### config.mk
export PLATFORM = sky130hd
export DESIGN_NAME = seq_player
export DESIGN_NICKNAME = d
export VERILOG_FILES = /design/src/rtl/seq_player.sv
export SDC_FILE = /design/constraint.sdc
export NUM_CORES = 1
export LEC_CHECK = 0
export BUFFER_PORTS_ARGS = -buffer_cell sky130_fd_sc_hd__buf_2
export CORE_UTILIZATION = 50
export DETAILED_ROUTE_END_ITERATION = 10
export PLACE_DENSITY = 0.72
export SLEW_MARGIN = 10
export SYNTH_ARGS = -nofsm -noshare
export SYNTH_HDL_FRONTEND = slang
export SYNTH_SLANG_ARGS = --single-unit
### constraint.sdc
create_clock -name clk -period 4.36 [get_ports clk]
set_input_delay 0.436 -clock clk [delete_from_list [all_inputs] [get_ports clk]]
set_output_delay 0.436 -clock clk [all_outputs]
set_load 0.03 [all_outputs]
### src/rtl/seq_player.sv
// Step-sequence store and player: appends 2-bit steps in write order and replays
// them with HOLD cycles of presentation per step and GAP blank cycles in between.
module seq_player #(
  parameter int DEPTH = 8,
  parameter int HOLD  = 4,
  parameter int GAP   = 2
) (
  input  logic                       clk,
  input  logic                       rst,
  input  logic                       wr_en,
  input  logic [1:0]                 wr_data,
  input  logic                       clr,
  input  logic                       start,
  output logic                       busy,
  output logic                       step_valid,
  output logic [1:0]                 step_data,
  output logic [$clog2(DEPTH)-1:0]   step_idx,
  output logic [$clog2(DEPTH):0]     len,
  output logic                       full,
  output logic                       done,
  output logic [1:0]                 dbg_state
);

  localparam int IW   = $clog2(DEPTH);
  localparam int LW   = IW + 1;
  localparam int MAXC = (HOLD > GAP) ? HOLD : GAP;
  localparam int CW   = $clog2(MAXC + 1);

  typedef enum logic [1:0] {
    S_IDLE = 2'd0,
    S_SHOW = 2'd1,
    S_GAP  = 2'd2,
    S_DONE = 2'd3
  } state_t;

  state_t         state_q, state_d;
  logic [LW-1:0]  len_q, len_d;
  logic [IW-1:0]  idx_q, idx_d;
  logic [CW-1:0]  cnt_q, cnt_d;
  logic           busy_q, busy_d;
  logic           valid_q, valid_d;
  logic [1:0]     data_q, data_d;
  logic           full_q, full_d;
  logic           done_q, done_d;

  logic [1:0]     mem_q [DEPTH];
  logic           mem_we;
  logic           last_step;

  always_comb begin
    state_d   = state_q;
    len_d     = len_q;
    idx_d     = idx_q;
    cnt_d     = cnt_q;
    mem_we    = 1'b0;
    last_step = ({1'b0, idx_q} == (len_q - LW'(1)));

    if (wr_en && !clr && (len_q != LW'(DEPTH)) &&
        (state_q == S_IDLE || state_q == S_DONE)) begin
      mem_we = 1'b1;
      len_d  = len_q + LW'(1);
    end

    case (state_q)
      S_IDLE: begin
        // len_d already includes a write accepted in this same cycle
        if (start && !clr) begin
          if (len_d != '0) begin
            state_d = S_SHOW;
            idx_d   = '0;
            cnt_d   = '0;
          end else begin
            state_d = S_DONE;
          end
        end
      end
      S_SHOW: begin
        if (int'(cnt_q) == HOLD - 1) begin
          cnt_d = '0;
          if (last_step) begin
            state_d = S_DONE;
          end else if (GAP > 0) begin
            state_d = S_GAP;
          end else begin
            idx_d = idx_q + IW'(1);
          end
        end else begin
          cnt_d = cnt_q + CW'(1);
        end
      end
      S_GAP: begin
        if (int'(cnt_q) == GAP - 1) begin
          cnt_d   = '0;
          state_d = S_SHOW;
          idx_d   = idx_q + IW'(1);
        end else begin
          cnt_d = cnt_q + CW'(1);
        end
      end
      default: begin
        state_d = S_IDLE;
      end
    endcase

    if (clr) begin
      state_d = S_IDLE;
      len_d   = '0;
      cnt_d   = '0;
    end

    if (state_d == S_IDLE || state_d == S_DONE) begin
      idx_d = '0;
    end

    busy_d  = (state_d == S_SHOW) || (state_d == S_GAP);
    valid_d = (state_d == S_SHOW);
    full_d  = (len_d == LW'(DEPTH));
    done_d  = (state_d == S_DONE);
    data_d  = 2'b00;
    // A step written in the start cycle is not in mem_q yet, so forward it
    if (valid_d) begin
      if (mem_we && (len_q[IW-1:0] == idx_d)) begin
        data_d = wr_data;
      end else begin
        data_d = mem_q[idx_d];
      end
    end
  end

  always_ff @(posedge clk) begin
    if (rst) begin
      state_q <= S_IDLE;
      len_q   <= '0;
      idx_q   <= '0;
      cnt_q   <= '0;
      busy_q  <= 1'b0;
      valid_q <= 1'b0;
      data_q  <= 2'b00;
      full_q  <= 1'b0;
      done_q  <= 1'b0;
    end else begin
      state_q <= state_d;
      len_q   <= len_d;
      idx_q   <= idx_d;
      cnt_q   <= cnt_d;
      busy_q  <= busy_d;
      valid_q <= valid_d;
      data_q  <= data_d;
      full_q  <= full_d;
      done_q  <= done_d;
    end
  end

  always_ff @(posedge clk) begin
    if (mem_we) begin
      mem_q[len_q[IW-1:0]] <= wr_data;
    end
  end

  assign busy       = busy_q;
  assign step_valid = valid_q;
  assign step_data  = data_q;
  assign step_idx   = idx_q;
  assign len        = len_q;
  assign full       = full_q;
  assign done       = done_q;
  assign dbg_state  = state_q;

endmodule

==> run_results.csv <==
group,metric,value,unit
floorplanning,num_rows,22,
yosys,synth_cell_type_count,59,
clock_network,cts.sink_count,34,
critical_path,cp-end-kind,"flip-flop",
layout,fin_area,2392,µm²
critical_path,required,4.55,ns
drt,drt-initial-drc-count,140,
floorplanning,start_util,54.18,%
power_and_ir_drop,power_density,269.3,nW/µm²
layout,layout-drive-gt1-share,25.73,%
grt,grt_max_degree,16,
drt,firstDrtPassIters,4,
clock_network,clk-insertion-delay-late,0.29,ns
yosys,yosys.area.top_type,"edfxtp_1",
timing,tightestPinTransition,0.5858,ns
yosys,syn_area,2058,µm²
clock_network,cts_root_buf,"clkbuf_8",
grt,antenna_found_initial,0,
timing,timing.final.hold_violations,0,
place,placed_cell_area,2278,µm²
layout,num-nets-final,262,
power_and_ir_drop,p_leak,0.9693,nW
clock_network,cts_tree,"built",
floorplanning,dieArea,4377,µm²
grt,grt_usage,23.10,%
clock_network,post_cts_buffers,0,
layout,finish.utilization,62.98,%
power_and_ir_drop,peakVddDrop,0.0001571,V
drt,drcViolationCount,0,
run,drv_cap,0,
grt,grt_pass1_vias,1575,
clock_network,cts_resized,0,
yosys,synthTopCellsByArea,"edfxtp_1, dfxtp_1, ha_1",
yosys,synth_nets,229,
drt,routedWlPerCell,15.72,µm
yosys,synth-warning-count,0,
floorplanning,die_x,66.16,µm
critical_path,worstSetupPathType,"flip-flop to flip-flop",
layout,multi_input_area,1147,µm²
floorplanning,io_pins,22,
grt,grt_pass1_wl,7.590,mm
yosys,synth_commonest_cells,"nor2_1, dfxtp_1, edfxtp_1, ha_1, inv_1",
yosys,synth_edf_count,16,
clock_network,htree_levels,2,
yosys,synth_seq_cells,34,
critical_path,cp-start-kind,"flip-flop",
clock_network,numCtsBuffers,5,
timing,fin_crit_sh,95.74,%
grt,grt-busiest-layer,"met2",
place,io_buffers,21,
grt,grtUsageMet3,5.000,%
grt,met2_usage,35.20,%
layout,n_antenna_cell,0,
critical_path,worstPathMaxFanout,7,
clock_network,ctsHoldBuffers,0,
yosys,synth_ff_type,"dfxtp_1",
drt,vias_per_cell,5.792,
layout,nFillCells,325,
place,gp_congestion,0.8832,
timing,final_max_slew_viol_count,0,
drt,antenna_left,0,
yosys,synth_area_per_cell,9.943,µm²
layout,areaGrowthSynthToFinish,16.23,%
worst_hold_path,holdCritPathClass,"input port to flip-flop",
critical_path,worstPathArrival,4.36,ns
status,status,"completed",
yosys,synth_top_area_share,23.34,%
floorplanning,die_h,66.16,µm
drt,routed_wl,4.543,mm
clock_network,path_clk_slew,0.08,ns
yosys,ys_async_sr_fraction,0,%
timing,period_minus_slack,4.174,ns
yosys,synth-seq-area-share,40.85,%
clock_network,cts.path.max_buffers,2,
layout,regArea,848.3,µm²
timing,slew_headroom,60.89,%
floorplanning,core_region_area,3799,µm²
place,place_hpwl,3.310,mm
timing,finalClockSkew,0.008015,ns
grt,met1_usage,32.97,%
timing,setup_viol,0,
drt,vias,1674,
timing,fmax,239.6,MHz
yosys,yosysMostFrequentCell,"nor2_1",
grt,grt_overflow_total,0,
yosys,synth_cells,207,
where the power goes:
part / switching [mW] / internal, mW
Combinational: 0.0457 / 0.0290
Sequential: 0.00188 / 0.337
Clock: 0.122 / 0.109
layer usage:
metal  vias up  wire length (µm)
met4         0                46
met2        39              1998
met5         -                 0
met3         9               205
li1        822                 -
met1       804              2292
placed cells by master, fill, tap and decap left out, types with 2 or more instances in the layout:
master     synthesis  final
nand3_1            5      5
o2111ai_1          6      6
o31ai_1            2      2
a21oi_1            3      3
nor3_1             7      7
nand2b_1           4      4
o211ai_1           3      3
nand2_1           12     12
ha_1              15     15
buf_2              3     21
inv_1             15     15
nand3b_1           4      4
o21ai_0            8      8
xnor2_1            6      6
buf_4              0     12
clkbuf_8           0      5
nor2_1            23     23
o31a_1             2      2
dfxtp_4            0      2
dfxtp_1           18     16
mux2i_1            4      4
edfxtp_1          16     16
xor2_1             5      5
nor2b_1            6      6
state kept, by name (all words and copies together), names as in the netlist:
| name | flops |
|---|---|
| step_idx | 3 |
| cnt_q | 3 |
| done | 1 |
| busy | 1 |
| step_data | 2 |
| step_valid | 1 |
| dbg_state | 2 |
| len | 4 |
| full | 1 |
| mem_q | 16 |
cell families (layout without fill, tap and decap cells):
logic type,after synthesis,in the layout,share of synthesized area [%]
flops,34,34,40.85
xor+xnor,11,11,4.681
compound gates,46,46,18.54
fa+ha+maj,15,15,9.119
mux,6,6,3.040
buf+inv,22,56,4.559
simple gates,73,73,19.21
metrics by stage:
step                      hold WS (ns)  power, mW  setup TNS [ns]  instances  worst slack (ns)
after detailed placement        0.5199     0.4177               0        281           0.05251
final                           0.4414     0.6443               0        289            0.1858
after CTS                       0.4431     0.6449               0        289          0.005311
after global placement          0.5103     0.4174               0        281            0.1875
after floorplan                 0.4869     0.3934               0        207           0.01105
after global routing            0.4621     0.6710        -0.01224        289          -0.01224
worst max-delay path: stages, from the launching register on:
cell	delay (ns)
dfxtp_4	0.38
inv_1	0.06
ha_1	0.31
or3b_4	0.42
nor4_4	0.26
o22ai_2	0.11
a21boi_2	0.18
o21ai_1	0.09
a311o_2	0.42
ha_1	0.32
buf_4	0.17
nand2b_1	0.17
o31a_1	0.33
xnor2_1	0.16
or3_4	0.41
a2111oi_2	0.29
path summary, 6_finish.rpt:
check                                   from           end  slack, ns  depth (start not counted)
worst max register to register  dbg_state[0]  step_data[0]       0.19                         15
worst max-delay path            dbg_state[0]  step_data[0]       0.19                         15
worst min-delay path                     rst  dbg_state[1]       0.44                          2
worst min register to register      cnt_q[1]      cnt_q[1]       0.53                          2
area by class of cell:
| class | instances | area share [%] |
|---|---|---|
| clock buffer | 5 | 2.877 |
| inverter | 15 | 2.354 |
| tap | 48 | 2.510 |
| clock inverter | 3 | 0.6799 |
| multi-input combinational | 151 | 47.96 |
| sequential | 34 | 35.46 |
| timing repair buffer | 33 | 8.159 |
Note: power is estimated with default switching activity, not from simulation.
